[src/rtl/rowwise_div_seq.sv]
// rtl/rowwise_div_seq.sv - multi-cycle signed fixed-point divider, radix-2 restoring, saturating
module rowwise_div_seq #(
  parameter int DataWidth = 16,
  parameter int FracBits  = 8
) (
  input  logic                 clk_i,
  input  logic                 rst_i,
  input  logic                 in_valid_i,
  output logic                 in_ready_o,
  input  logic [DataWidth-1:0] a_i,
  input  logic [DataWidth-1:0] b_i,
  output logic                 out_valid_o,
  input  logic                 out_ready_i,
  output logic [DataWidth-1:0] y_o,
  output logic                 sat_o
);

  localparam int N    = DataWidth + FracBits;
  localparam int CntW = $clog2(N + 1);

  localparam logic [DataWidth-1:0] Zero   = '0;
  localparam logic [DataWidth-1:0] FixMax = {1'b0, {(DataWidth-1){1'b1}}};
  localparam logic [DataWidth-1:0] FixMin = {1'b1, {(DataWidth-1){1'b0}}};
  localparam logic [N-1:0]         PosLim = N'(2**(DataWidth-1) - 1);
  localparam logic [N-1:0]         NegLim = N'(2**(DataWidth-1));

  typedef enum logic [1:0] {IDLE, CALC, DONE} state_t;

  state_t state, state_next;

  logic [N-1:0]         dividend;
  logic [DataWidth-1:0] divisor;
  logic [DataWidth-1:0] rem;
  logic [N-1:0]         quot;
  logic [CntW-1:0]      cnt;
  logic                 neg, b_zero, a_sign, a_nz;

  logic                 accept, calc_last;
  logic [DataWidth-1:0] a_mag, b_mag;
  logic [DataWidth:0]   rem_shift, trial;
  logic [DataWidth-1:0] res_y;
  logic                 res_sat;

  assign in_ready_o  = (state == IDLE);
  assign out_valid_o = (state == DONE);
  assign accept      = in_valid_i & in_ready_o;
  assign calc_last   = (state == CALC) && (cnt == '0);

  // Modular negation in DataWidth bits yields the exact unsigned magnitude, including for the most negative value.
  assign a_mag = a_i[DataWidth-1] ? (Zero - a_i) : a_i;
  assign b_mag = b_i[DataWidth-1] ? (Zero - b_i) : b_i;

  assign rem_shift = {rem, dividend[N-1]};
  assign trial     = rem_shift - {1'b0, divisor};

  always_ff @(posedge clk_i or posedge rst_i) begin
    if (rst_i) state <= IDLE;
    else       state <= state_next;
  end

  always_comb begin
    state_next = state;
    case (state)
      IDLE:    if (accept) state_next = CALC;
      CALC:    if (cnt == '0) state_next = DONE;
      DONE:    if (out_ready_i) state_next = IDLE;
      default: state_next = IDLE;
    endcase
  end

  always_comb begin
    res_y   = '0;
    res_sat = 1'b0;
    if (b_zero) begin
      if (a_nz) begin
        res_sat = 1'b1;
        res_y   = a_sign ? FixMin : FixMax;
      end
    end else if (!neg) begin
      if (quot > PosLim) begin
        res_y   = FixMax;
        res_sat = 1'b1;
      end else begin
        res_y = quot[DataWidth-1:0];
      end
    end else begin
      if (quot > NegLim) begin
        res_y   = FixMin;
        res_sat = 1'b1;
      end else begin
        res_y = Zero - quot[DataWidth-1:0];
      end
    end
  end

  // A zero divisor enters CALC with cnt=0, so its result lands one cycle after accept.
  always_ff @(posedge clk_i or posedge rst_i) begin
    if (rst_i) begin
      dividend <= '0;
      divisor  <= '0;
      rem      <= '0;
      quot     <= '0;
      cnt      <= '0;
      neg      <= 1'b0;
      b_zero   <= 1'b0;
      a_sign   <= 1'b0;
      a_nz     <= 1'b0;
      y_o      <= '0;
      sat_o    <= 1'b0;
    end else begin
      if (accept) begin
        dividend <= {a_mag, {FracBits{1'b0}}};
        divisor  <= b_mag;
        rem      <= '0;
        quot     <= '0;
        cnt      <= (b_i == Zero) ? '0 : CntW'(N);
        neg      <= a_i[DataWidth-1] ^ b_i[DataWidth-1];
        b_zero   <= (b_i == Zero);
        a_sign   <= a_i[DataWidth-1];
        a_nz     <= |a_i;
      end else if (state == CALC && cnt != '0) begin
        dividend <= dividend << 1;
        rem      <= trial[DataWidth] ? rem_shift[DataWidth-1:0] : trial[DataWidth-1:0];
        quot     <= {quot[N-2:0], ~trial[DataWidth]};
        cnt      <= cnt - CntW'(1);
      end
      if (calc_last) begin
        y_o   <= res_y;
        sat_o <= res_sat;
      end
    end
  end

endmodule

[config.mk]
export PLATFORM = sky130hd
export DESIGN_NAME = rowwise_div_seq
export DESIGN_NICKNAME = d
export VERILOG_FILES = /design/src/rtl/rowwise_div_seq.sv
export SDC_FILE = /design/constraint.sdc
export NUM_CORES = 1
export LEC_CHECK = 0
export ABC_AREA = 0
export CAP_MARGIN = 20
export CORE_MARGIN = 2
export CORE_UTILIZATION = 40
export DETAILED_ROUTE_END_ITERATION = 16
export GPL_ROUTABILITY_DRIVEN = 0
export PLACE_DENSITY_LB_ADDON = 0.1
export SETUP_SLACK_MARGIN = 0.15
export SLEW_MARGIN = 20
export SYNTH_ARGS = -nofsm -noshare
export SYNTH_HDL_FRONTEND = slang
export SYNTH_SLANG_ARGS = --single-unit
[constraint.sdc]
create_clock -name clk_i -period 7.8 [get_ports clk_i]
set_input_delay 1.95 -clock clk_i [delete_from_list [all_inputs] [get_ports clk_i]]
set_output_delay 1.95 -clock clk_i [all_outputs]
set_load 0.02 [all_outputs]
## Word-level counts from Yosys, hierarchy flattened

Index checks and enable logic that the tools add are counted.

- Flip-flop bits (word level): 108
- Input bits: 36
- Output and inout bits: 19
- Logic and storage cells: 63

- $add $sub $neg: 5
- $lt $le $gt $ge: 2
- Eq/ne operators: 5
- Muxes and demuxes: 27
- Bitwise operators: 3
- Reductions and logical operators: 9

Operators by type and width:

| kind | number |
|---|---|
| 2-to-1 mux 16 bit | 11 |
| 2-to-1 mux 24 bit | 4 |
| subtractor 1 x 16 -> 16 bit, first input constant | 3 |
| > comparator 24 x 15 -> 1 bit, second input constant | 1 |
| > comparator 24 x 16 -> 1 bit, second input constant | 1 |
| subtractor 17 x 16 -> 17 bit | 1 |
| logical NOT 16 bit | 1 |
| OR reduction 16 bit | 1 |
| 2-to-1 mux 5 bit | 3 |
| 2-to-1 mux 2 bit | 3 |
| != test 2 x 1 -> 1 bit, second input constant | 3 |
| one-hot mux 2 bit (3 select lines) | 1 |
| logical NOT 5 bit | 1 |
| 2-to-1 mux 1 bit | 5 |
| nonzero test 5 bit | 1 |
| subtractor 5 x 1 -> 5 bit, second input constant | 1 |
| AND reduction 3 bit | 1 |
| equality test 2 x 1 -> 1 bit, second input constant | 1 |
| equality test 2 bit, second input constant | 1 |
| logical AND 1 bit | 2 |
| logical NOT 2 bit | 1 |
| nonzero test 2 bit | 1 |
| bitwise AND 1 bit | 1 |
| NOT 1 bit | 1 |
| bitwise XOR 1 bit | 1 |

## Depth between registers and ports, before layout

Gate-level depths: netlist of run 1.

- Depth after elaboration: 4
- Depth in mapped cells: 12
- Gate-level depth less buffers: 11

## Worst setup path after synthesis of run 1

Ideal clock, no wire load.

- Path kind: input to register
- Start point: input port b_i[0]
- End point: register divisor[12]
- Library setup time: 129 ps
- Data arrival time: 3,310 ps
- Data required time: 7,671 ps
- Setup slack: 4,362 ps
- Stages on the path: 8
- Buffers on the path: 0
- Cell sequence: inv_1 ha_1 nand2_1 or3_1 or2_2 o31ai_1 xor2_1 o21ai_1

- Longest elaborated chain between the ends: 2

RTL lines:

| item | RTL line | source |
|---|---|---|
| start: declaration | 11 | `input logic [DataWidth-1:0] b_i,` |
| subtractor 1 x 16 -> 16 bit | 51 | `assign b_mag = b_i[DataWidth-1] ? (Zero - b_i) : b_i;` |
| 2-to-1 mux 16 bit | 51 |  |
| end signal: assignment | 113 | `divisor <= b_mag;` |
| end: declaration | 32 | `logic [DataWidth-1:0] divisor;` |

Every way passes these cells.
A chain may end at the register's enable or synchronous reset.

## Final worst setup path of run 1

- Start point: input port b_i[7]
- End point: register cnt[3]

- Longest elaborated chain between the ends: 3

RTL lines:

| item | RTL line | source |
|---|---|---|
| logical NOT 16 bit | 116 | `cnt <= (b_i == Zero) ? '0 : CntW'(N);` |
| 2-to-1 mux 5 bit | 116 |  |
| 2-to-1 mux 5 bit | 111 | `if (accept) begin` |
| end signal: assignment | 116 |  |
| end signal: assignment | 125 | `cnt <= cnt - CntW'(1);` |
| end: declaration | 35 | `logic [CntW-1:0] cnt;` |

Every way passes these cells.

==> results of run 1 <==
-- power groups by stage --
stage          sequential (uW)  combinational [uW]  clock [uW]
4_1_cts                    981                2160         496
3_3_place_gp               977                2110           0
3_5_place_dp               988                2150           0
2_1_floorplan              952                1680           0
6_report                   981                2140         482
5_1_grt                   1030                2460         517
-- metal layers --
layer / vias up / GRT usage [%]
met5: - / 0
met4: 0 / 5.62
met3: 20 / 3.02
met2: 113 / 30.8
met1: 2491 / 25.8
li1: 2610 / -
-- layout make-up --
class	count	area [um2]	area share [%]
inverter	36	138	1.94
multi-input combinational	559	3310	46.6
clock inverter	6	87.6	1.23
timing repair buffer	61	593	8.36
clock buffer	10	229	3.23
sequential	100	2500	35.3
tap	188	235	3.32
-- cells by family after synthesis --
group / count (synthesis)
adders and majority gates: 22
AOI/OAI and AO/OA: 206
buffers and inverters: 78
and+or+nand+nor: 269
muxes: 14
xor gates and xnor gates: 48
DFF: 100
-- placed cells by master (no fill, tap or decap), types with 3 or more instances in the layout --
master                            instances
sky130_fd_sc_hd__a211oi_1                 9
sky130_fd_sc_hd__o311ai_1                 3
sky130_fd_sc_hd__o211ai_1                 6
sky130_fd_sc_hd__mux2i_1                 13
sky130_fd_sc_hd__ha_1                    21
sky130_fd_sc_hd__o21ai_0                 53
sky130_fd_sc_hd__inv_1                   35
sky130_fd_sc_hd__o21a_1                   4
sky130_fd_sc_hd__nand3_1                 22
sky130_fd_sc_hd__nand2_1                142
sky130_fd_sc_hd__nor2b_1                  5
sky130_fd_sc_hd__and3_1                   5
sky130_fd_sc_hd__o21ai_1                 16
sky130_fd_sc_hd__clkbuf_16                9
sky130_fd_sc_hd__nor3_1                  11
sky130_fd_sc_hd__buf_4                    7
sky130_fd_sc_hd__nand2b_1                 7
sky130_fd_sc_hd__a21oi_1                 62
sky130_fd_sc_hd__clkdlybuf4s50_1         54
sky130_fd_sc_hd__nor4_1                   8
sky130_fd_sc_hd__o221ai_1                 4
sky130_fd_sc_hd__nand2_2                  3
sky130_fd_sc_hd__nor2_1                  45
sky130_fd_sc_hd__xor2_1                  27
sky130_fd_sc_hd__dfrtp_1                100
sky130_fd_sc_hd__a31oi_1                 19
sky130_fd_sc_hd__xnor2_1                 21
sky130_fd_sc_hd__or3_1                    5
sky130_fd_sc_hd__a21o_1                   5
sky130_fd_sc_hd__o31ai_1                  8
-- stage by stage --
step | hold slack, ns | utilization (%)
3_3_place_gp | 0.467 | 44.9
3_5_place_dp | 0.474 | 44.9
2_1_floorplan | 0.450 | -
5_1_grt | 0.511 | 47.0
6_report | 0.482 | 47.0
4_1_cts | 0.489 | 47.0
-- worst min-delay path, stage by stage (launching register included) --
cell	delay, ns
sky130_fd_sc_hd__dfrtp_1	0.34
sky130_fd_sc_hd__nand2_1	0.05
sky130_fd_sc_hd__o21ai_0	0.06
-- registers in the layout (all words and copies together), names as in the netlist --
signal	count
a_nz	1
rem	16
sat_o	1
divisor	16
b_zero	1
quot	24
cnt	5
neg	1
dividend	16
a_sign	1
y_o	16
state	2
-- worst max path at each step --
stage | start | endpoint | slack, ns | depth (start not counted)
floorplan | rst_i | a_nz$_DFFE_PP0P_ | 3.23 | 1
global placement | b_i[7] | cnt[4]$_DFFE_PP0P_ | 3.70 | 7
detailed placement | b_i[7] | cnt[3]$_DFFE_PP0P_ | 3.65 | 7
CTS | b_i[7] | cnt[3]$_DFFE_PP0P_ | 4.01 | 7
global route | b_i[7] | cnt[3]$_DFFE_PP0P_ | 3.93 | 7
finish | b_i[7] | cnt[3]$_DFFE_PP0P_ | 3.98 | 7
==> summary.md, run 1 <==
| Metric | Value |
|---|---|
| Proportion of register bits with asynchronous set or reset after synthesis | between 90% and 100% |
| Hold Vio Cnt, Final | 0 |
| Run status | completed |
| Floorplan core area | 15100 um2 |
| Startpoint of the worst-slack reg-to-reg timing path | dividend[23]$_DFFE_PP0P_ |
| Root Buffer | sky130_fd_sc_hd__clkbuf_16 |
| Routed wl met2 | ~6600 um |
| Signal arrival time at the worst endpoint | roughly 4.0 ns |
| Share of the yosys chip area belonging to registers | between 40 and 50% |
| Antenna violations before repair | 0 |
| Sequential share of power | between 20% and 30% |
| Cell Count, Final, Fillers Out | 960 |
| Simple-gate share of the synthesized area | between 15 and 20% |
| Net switching fraction of the power | 46.1% |
| Synthesized-area fraction occupied by ao, oa, aoi and oai cells | 20.3% |
| Place WS | approximately 3.6 ns |
| Residual antenna-violating net count after detailed routing | 0 |
| Routed vias | 5234 |
| Hold Crit Start | divisor[1]$_DFFE_PP0P_ |
| Overall track demand over capacity in global routing | between 10% and 20% |
| Gate power share | 59.4% |
| RSZ-0062 raised after global routing | false |
| Startpoint class of the critical path | input port |
| Critical path's top delay family | simple AND/OR/NAND/NOR gates |
| Synthesized area per cell | around 8.3 um2 |
| FMAX | around 260 MHz |
| Power per cell area | 508 nW/um2 |
| Clock input transition at the sequential cells of the worst setup and hold paths | 0.07 ns |
| Worst path setup slack after routing | between 3 and 4 ns |
| Synth Instances | 737 |
| Pins Over Slew Limit | 0 |
| Yosys warning count | 0 |
| Placed cell count | approximately 940 |
| Via count of the first global-routing pass | ~5000 |
| Total setup buffers inserted after CTS | 0 |
| Cell with the most instances after synthesis | sky130_fd_sc_hd__nand2_1 |
| Critical Setup Path Class | input port to flip-flop |
| Average detailed-routed wire length per instance | approximately 15 um |
| Pin count of the biggest net entering global routing | between 70 and 80 |
| Clock latency at the later pin of the worst-skew pair | between 0.3 and 0.4 ns |
| Share of power burned in the clock network | 13.4% |
| Detailed route wirelength on metal3 | 525 um |
| Die Width | 128 um |
| Overall power after layout | ~3600 uW |
| Synth top area share | approximately two fifths |
| Largest incremental delay on the critical path | 0.47 ns |
| Number of max-cap violations | 0 |
| Reg-to-reg critical path endpoint | rem[6]$_DFFE_PP0P_ |
| Gr ovfl total | 0 |
| Antenna Cells | 0 |
| Clock Skew | roughly 0.013 ns |
| Vert. Die Dim | between 100 and 150 um |
| Slack of the worst reg-to-reg path | about 4.8 ns |
| Cell area after technology mapping | 6110 um2 |
| Area delta synth->final | 16.0% |
| Post-synthesis share of cell area spent on xor and xnor gates | slightly below 7% |
| Worst vdd rail ir drop | ~0.0002 V |
| Register bit count reported by yosys | 100 |
| Placed inst area | 6780 um2 |
| Number of unique standard cell types used by synthesis | 60 |
| Transition time at the pin with the least slew margin | about 0.9 ns |
| Detailed-routing wirelength on met1 | just over 7000 um |
| Post-synth EDFFs | 0 |
| Fraction of layout instances using a drive strength above 1 | slightly above 5% |
| Worst r2r path cells | 12 |
| Largest buffer count on any clock path | 2 |
| Net total in the final layout | about 830 |
| Count of port buffers added during placement | 54 |
| Category of the worst setup path capture point | flip-flop |
| Iter 0 DRT Violations | 376 |
| Mux contribution to synthesized area | ~2.3% |
| Yosys top cell by area | sky130_fd_sc_hd__dfrtp_1 |
| Number of cells on the worst hold path | 2 |
| Top flip-flop cell by instance count after synthesis | sky130_fd_sc_hd__dfrtp_1 |
| Relative slew slack | a little under two fifths |
| Worst hold path endpoint | divisor[1]$_DFFE_PP0P_ |
| Number of iterations in the first detailed-routing pass | 7 |
| Number of rows created at floorplan | 45 |
| Number of vias per cell | between 5 and 6 |
| Sinks on Clock Net | 100 |
| Commonest cells in the synthesized netlist | sky130_fd_sc_hd__nand2_1, sky130_fd_sc_hd__dfrtp_1, sky130_fd_sc_hd__a21oi_1, sky130_fd_sc_hd__o21ai_0, sky130_fd_sc_hd__nor2_1 |
| Initial core utilization | between 40% and 50% |
| Die area | roughly 16000 um2 |
| Critical-path cell with the highest stage delay | sky130_fd_sc_hd__clkdlybuf4s50_1 |
| Setup tns final | 0 ns |
| CTS buffer count | 9 |
| Min Clock Period, post-route | 3.82 ns |
| Number of ports placed on the die boundary | 55 |
| Dominant combinational cell family by area after synthesis | compound AO/OA/AOI/OAI gates |
| # hold bufs at CTS | 0 |
| Cell-by-cell listing of the critical path | clkdlybuf4s50_1 > or3_1 > or2_2 > nor4_1 > nand2b_1 > nor4_2 > a21oi_1 |
| Drt total wl | about 14000 um |
| Leak | around 0.0030 uW |
| Int Power | 1940 uW |
| Highest net fanout along the worst path | 4 |
| DPL Wire Length | 10000 um |
| Clock tree from TritonCTS | yes |
| Power dissipated by switching net loads | ~1700 uW |
| Arithmetic-cell share of the synthesized area counting full adders, half adders and majority gates | under 10% |
| Global-route wire length before repair | ~25000 um |
| Number of setup violations in the final report | 0 |
| Buf+Inv Stages, Crit Path | 1 |
| Number of remaining DRC errors | 0 |
| Leading cell types by total area after synthesis | sky130_fd_sc_hd__dfrtp_1, sky130_fd_sc_hd__nand2_1, sky130_fd_sc_hd__a21oi_1 |
| Final critical-path share of the clock period | about half |
| Class of the tightest hold or removal check | flip-flop to flip-flop |
| Required time at the worst-slack endpoint | about 8.0 ns |
| Post-CTS sizing | 0 |
| H-tree depth reported by CTS | 3 |
| Final cell area excluding filler cells | 7090 um2 |
| Post-synthesis net count | about 800 |
| Number of inserted filler cells in the final layout | 1506 |
| Uppermost routed layer | met4 |
Note: power is estimated with default switching activity, not from simulation.
==> run 2, diff against run 1 <==
Clock period 7.8 ns to 3.4 ns, I/O delays scaled along.
==> summary.md, run 2 (synthesis results as in run 1) <==
| Metric | Value |
|---|---|
| Number of rows created at floorplan | 45 (unchanged) |
| Clock Skew | 0.0104 ns (-0.00303 ns) |
| Transition time at the pin with the least slew margin | 0.671 ns (-0.256 ns) |
| Total setup buffers inserted after CTS | 0 (unchanged) |
| Vert. Die Dim | 128 um (unchanged) |
| Net total in the final layout | 830 (+0.61%) |
| Min Clock Period, post-route | 2.88 ns |
| FMAX | 347 MHz |
| Power per cell area | 1160 nW/um2 (+130%) |
| RSZ-0062 raised after global routing | false |
| Clock tree from TritonCTS | yes |
| Die Width | 128 um (unchanged) |
| Critical Setup Path Class | flip-flop to flip-flop |
| Class of the tightest hold or removal check | flip-flop to flip-flop |
| Highest net fanout along the worst path | 20 (+16) |
| Via count of the first global-routing pass | 5027 (-2.2%) |
| Gr ovfl total | 0 (unchanged) |
| Signal arrival time at the worst endpoint | 3.11 ns (-0.91 ns) |
| Worst vdd rail ir drop | 0.000411 V (+100%) |
| Area delta synth->final | 17.0% |
| Routed vias | 5231 (-0.057%) |
| Commonest cells after routing, fill and taps aside | sky130_fd_sc_hd__nand2_1, sky130_fd_sc_hd__dfrtp_1, sky130_fd_sc_hd__a21oi_1, sky130_fd_sc_hd__clkdlybuf4s50_1, sky130_fd_sc_hd__o21ai_0 |
| Residual antenna-violating net count after detailed routing | 0 (unchanged) |
| Number of remaining DRC errors | 0 (unchanged) |
| Required time at the worst-slack endpoint | 3.62 ns (-4.37 ns) |
| Final hold slack | 0.481 ns (-0.000684 ns) |
| Floorplan core area | 15100 um2 (unchanged) |
| CTS buffer count | 9 (unchanged) |
| Antenna Cells | 0 (unchanged) |
| Sinks on Clock Net | 100 (unchanged) |
| Number of max-cap violations | 0 (unchanged) |
| Number of ports placed on the die boundary | 55 (unchanged) |
| Initial core utilization | 40.5% (unchanged) |
| H-tree depth reported by CTS | 3 (unchanged) |
| Max FFs per register | 24 (unchanged) |
| Clock input transition at the sequential cells of the worst setup and hold paths | 0.08 ns (about the same) |
| Relative slew slack | 55.2% (+17 points) |
| Clock latency at the later pin of the worst-skew pair | 0.35 ns (about the same) |
| Category of the worst setup path capture point | flip-flop |
| Startpoint class of the critical path | flip-flop |
| Final critical-path share of the clock period | between 80 and 90% |
| Register with the most flip-flops | quot |
| Number of vias per cell | 5.42 (-0.58%) |
| Fraction of layout instances using a drive strength above 1 | 5.79% (+0.74 points) |
| Number of cells on the worst hold path | 2 (unchanged) |
| Number of iterations in the first detailed-routing pass | 5 (-2) |
| Run status | completed |
| Number of setup violations in the final report | 0 (unchanged) |
| DPL Wire Length | 10400 um (+3.6%) |
| Root Buffer | sky130_fd_sc_hd__clkbuf_16 |
| Leak | 0.00305 uW (+0.71%) |
| Number of inserted filler cells in the final layout | 1505 (-0.066%) |
| Iter 0 DRT Violations | 270 (-28%) |
| Post-CTS sizing | 0 (unchanged) |
| Setup tns final | 0 ns (unchanged) |
| Die area | 16300 um2 (unchanged) |
| Largest buffer count on any clock path | 2 (unchanged) |
| Worst r2r path cells | 12 (unchanged) |
| Average detailed-routed wire length per instance | 15.0 um (+0.52%) |
| # hold bufs at CTS | 0 (unchanged) |
| Most common cell after layout, fill and taps aside | sky130_fd_sc_hd__nand2_1 |
| Antenna violations before repair | 0 (unchanged) |
| Hold Vio Cnt, Final | 0 (unchanged) |
| Overall track demand over capacity in global routing | 18.9% (about the same) |
| Pins Over Slew Limit | 0 (unchanged) |
| Count of port buffers added during placement | 54 (unchanged) |
| Global-route wire length before repair | 25000 um (-0.33%) |
| Pin count of the biggest net entering global routing | 86 (+18%) |
| Drt total wl | 14500 um (+1.0%) |
[run 2: cell types whose count changed in the layout (fill, tap and decap cells not counted), sizes merged]
cell / previous run / this run
inv: 37 / 36
clkbuf: 10 / 9
buf: 7 / 12
clkinvlp: 0 / 3
clkinv: 3 / 2
[run 2: layer usage]
layer  share of wire (%)  GRT usage (%)  vias to the layer above
li1                    -              -                     2628
met1                  50           27.2                     2469
met2                  45           28.8                      117
met3                 3.5           2.93                       17
met4                 1.6           6.72                        0
met5                   0              0                        -
[run 2: power breakdown]
group	leakage, uW	internal (uW)	switching, uW
Combinational	0.00164	2070	2860
Clock	0.000154	651	493
Sequential	0.00126	1760	498
Total	0.00305	4490	3850
[run 2: layout make-up]
cell class | instances | area, um2 | area share (%)
clock buffers | 9 | 225 | 3.15
clock inverters | 7 | 100 | 1.40
inverters | 36 | 139 | 1.94
multi-input cells | 559 | 3310 | 46.2
flip-flops and latches | 100 | 2500 | 35.0
well taps | 188 | 235 | 3.29
repair buffers | 66 | 643 | 8.99
[run 2: worst paths after layout]
kind	from	slack [ns]	end
max	dividend[23]$_DFFE_PP0P_	0.52	rem[8]$_DFFE_PP0P_
min	divisor[5]$_DFFE_PP0P_	0.48	divisor[5]$_DFFE_PP0P_
max reg2reg	dividend[23]$_DFFE_PP0P_	0.52	rem[8]$_DFFE_PP0P_
min reg2reg	divisor[5]$_DFFE_PP0P_	0.48	divisor[5]$_DFFE_PP0P_
max in group asynchronous	rst_i	1.80	a_sign$_DFFE_PP0P_
min in group asynchronous	rst_i	0.83	quot[7]$_DFFE_PP0P_
[run 2: worst max-delay path, stage by stage, from the launching register on]
cell	delay [ns]
sky130_fd_sc_hd__dfrtp_1	0.36
sky130_fd_sc_hd__inv_1	0.09
sky130_fd_sc_hd__ha_1	0.17
sky130_fd_sc_hd__inv_1	0.05
sky130_fd_sc_hd__fa_1	0.42
sky130_fd_sc_hd__a211oi_1	0.35
sky130_fd_sc_hd__o211ai_1	0.14
sky130_fd_sc_hd__a21oi_2	0.23
sky130_fd_sc_hd__a31oi_1	0.13
sky130_fd_sc_hd__a311oi_2	0.19
sky130_fd_sc_hd__buf_4	0.33
sky130_fd_sc_hd__mux2i_1	0.23
sky130_fd_sc_hd__o21ai_1	0.07
[run 2: metrics by stage]
step / utilization (%) / power, uW / setup slack, ns / area, um2 / std cells
floorplan: - / 6030 / 0.857 / 6120 / 737
global placement: 45.2 / 7100 / 0.478 / 6830 / 949
detailed placement: 45.2 / 7220 / 0.371 / 6830 / 949
CTS: 47.4 / 8380 / 0.505 / 7150 / 965
global route: 47.4 / 9150 / 0.342 / 7150 / 965
finish: 47.4 / 8330 / 0.515 / 7150 / 965
==> run 3, diff against run 2 <==
Clock period 3.4 ns to 2.8 ns, I/O delays scaled along.
==> summary.md, run 3 (synthesis results as in run 1) <==
| Metric | Value |
|---|---|
| Count of port buffers added during placement | 54 (unchanged) |
| Worst vdd rail ir drop | 0.000548 V (+33%) |
| Overall track demand over capacity in global routing | 18.7% (-0.18 points) |
| Residual antenna-violating net count after detailed routing | 0 (unchanged) |
| Area delta synth->final | 20.8% |
| Signal arrival time at the worst endpoint | 2.78 ns (-0.33 ns) |
| Overall power after layout | 10900 uW (+30%) |
| H-tree depth reported by CTS | 3 (unchanged) |
| Final cell area excluding filler cells | 7380 um2 (+3.2%) |
| Number of vias per cell | 5.36 (-1.0%) |
| Iter 0 DRT Violations | 345 (+28%) |
| Commonest cells after routing, fill and taps aside | sky130_fd_sc_hd__nand2_1, sky130_fd_sc_hd__dfrtp_1, sky130_fd_sc_hd__a21oi_1, sky130_fd_sc_hd__clkdlybuf4s50_1, sky130_fd_sc_hd__o21ai_0 |
| Drt total wl | 14700 um (+1.6%) |
| Setup tns final | 0 ns (unchanged) |
| RSZ-0062 raised after global routing | true |
| Placed inst area | 6910 um2 (+1.2%) |
| Category of the worst setup path capture point | flip-flop |
| Net total in the final layout | 847 (+2.0%) |
| Power per cell area | 1470 nW/um2 (+26%) |
| Final cell utilization of the core | 48.9% (+1.5 points) |
| Largest incremental delay on the critical path | 0.37 ns (-0.05 ns) |
| Fraction of layout instances using a drive strength above 1 | 8.82% (+3.0 points) |
| Initial core utilization | 40.5% (unchanged) |
| FMAX | 394 MHz (+14%) |
| Critical-path cell with the highest stage delay | sky130_fd_sc_hd__dfrtp_1 |
| Highest net fanout along the worst path | 5 (-75%) |
| Hold Vio Cnt, Final | 0 (unchanged) |
| Pins Over Slew Limit | 0 (unchanged) |
| Number of max-cap violations | 0 (unchanged) |
| Min Clock Period, post-route | 2.54 ns (-0.344 ns) |
| Vert. Die Dim | 128 um (unchanged) |
| Required time at the worst-slack endpoint | 3.04 ns (-0.58 ns) |
| Cell-by-cell listing of the critical path | inv_2 > ha_4 > inv_2 > fa_2 > a211oi_2 > o211ai_1 > a21oi_2 > a31oi_1 > a311oi_2 > buf_4 > clkbuf_16 > mux2i_1 > o21ai_1 |
| Register with the most flip-flops | quot |
| Critical Setup Path Class | flip-flop to flip-flop |
| Clock Skew | 0.00739 ns (-0.00303 ns) |
| CTS buffer count | 9 (unchanged) |
| Pin count of the biggest net entering global routing | 101 (+17%) |
| Gr ovfl total | 0 (unchanged) |
| Global-route wire length before repair | 24600 um (-1.5%) |
| Average detailed-routed wire length per instance | 15.0 um (-0.20%) |
| Number of setup violations in the final report | 0 (unchanged) |
| Die Width | 128 um (unchanged) |
| Final critical-path share of the clock period | 90.7% (+5.9 points) |
| Max FFs per register | 24 (unchanged) |
| Root Buffer | sky130_fd_sc_hd__clkbuf_16 |
| Cell mode on critical path | sky130_fd_sc_hd__inv_2 |
| Cell Count, Final, Fillers Out | 982 (+1.8%) |
| Sinks on Clock Net | 100 (unchanged) |
| Floorplan core area | 15100 um2 (unchanged) |
| Antenna Cells | 0 (unchanged) |
| Clock tree from TritonCTS | yes |
| Relative slew slack | 56.4% (+1.2 points) |
| Transition time at the pin with the least slew margin | 0.653 ns (-0.0180 ns) |
| Number of rows created at floorplan | 45 (unchanged) |
| Number of iterations in the first detailed-routing pass | 5 (unchanged) |
| Buf+Inv Stages, Crit Path | 4 (+1) |
| Run status | completed |
| Clock latency at the later pin of the worst-skew pair | 0.36 ns (about the same) |
| Placed cell count | 958 (+0.95%) |
| Most common cell after layout, fill and taps aside | sky130_fd_sc_hd__nand2_1 |
| Critical path's top delay family | compound AO/OA/AOI/OAI gates |
| Antenna violations before repair | 0 (unchanged) |
| Routed vias | 5268 (+0.71%) |
| Largest buffer count on any clock path | 2 (unchanged) |
| Number of ports placed on the die boundary | 55 (unchanged) |
| Clock input transition at the sequential cells of the worst setup and hold paths | 0.07 ns (about the same) |
| Startpoint class of the critical path | flip-flop |
| Class of the tightest hold or removal check | flip-flop to flip-flop |
| Number of remaining DRC errors | 0 (unchanged) |
| Die area | 16300 um2 (unchanged) |
| # hold bufs at CTS | 0 (unchanged) |
| DPL Wire Length | 10300 um (-0.75%) |
| Leak | 0.00316 uW (+3.6%) |
| Via count of the first global-routing pass | 4907 (-2.4%) |
-- run 3: worst min-delay path, cell delays in order (launching register included) --
cell                      delay, ns
sky130_fd_sc_hd__dfrtp_1       0.34
sky130_fd_sc_hd__nand2_1       0.05
sky130_fd_sc_hd__o21ai_0       0.06
-- run 3: path summary, 6_finish.rpt --
kind                                          start                      to  slack, ns  cells past startpoint
setup / recovery           dividend[23]$_DFFE_PP0P_     rem[12]$_DFFE_PP0P_       0.26                     13
hold / removal               divisor[9]$_DFFE_PP0P_  divisor[9]$_DFFE_PP0P_       0.48                      2
setup reg to reg           dividend[23]$_DFFE_PP0P_     rem[12]$_DFFE_PP0P_       0.26                     13
hold reg to reg              divisor[9]$_DFFE_PP0P_  divisor[9]$_DFFE_PP0P_       0.48                      2
max in group asynchronous                     rst_i      y_o[6]$_DFFE_PP0P_       1.50                      3
min in group asynchronous                     rst_i     rem[14]$_DFFE_PP0P_       0.79                      3
-- run 3: per-layer routing --
metal | up-vias | wire [um] | GRT usage [%]
met2 | 117 | 6450 | 28.2
met4 | 0 | 210 | 7.05
met3 | 15 | 578 | 2.39
met1 | 2470 | 7460 | 27.4
met5 | - | 0 | 0
li1 | 2666 | - | -
-- run 3: timing repair --
action,in CTS,in global routing
buffers inserted,1,4
setup endpoints to repair,5,17
cloned,1,2
pin swaps,3,7
resized for setup,2,10
-- run 3: report_power, final --
| part | total, uW | switching (uW) | internal (uW) |
|---|---|---|---|
| clock | 1410 | 607 | 798 |
| sequential | 2740 | 597 | 2140 |
| combinational | 6710 | 3690 | 3020 |
| total | 10900 | 4900 | 5960 |
-- run 3: metrics by stage --
step	hold WS [ns]	setup WS, ns
6_report	0.478	0.259
5_1_grt	0.513	0.0807
4_1_cts	0.487	0.142
3_5_place_dp	0.471	-0.0686
3_3_place_gp	0.466	-0.00446
2_1_floorplan	0.450	0.257
-- run 3: final cells by class --
class                   instances  area, um2
fillers                      1499       7710
multi-input cells             559       3350
flip-flops and latches        100       2500
repair buffers                 83        826
well taps                     188        235
clock buffers                   9        225
inverters                      36        139
clock inverters                 7        110
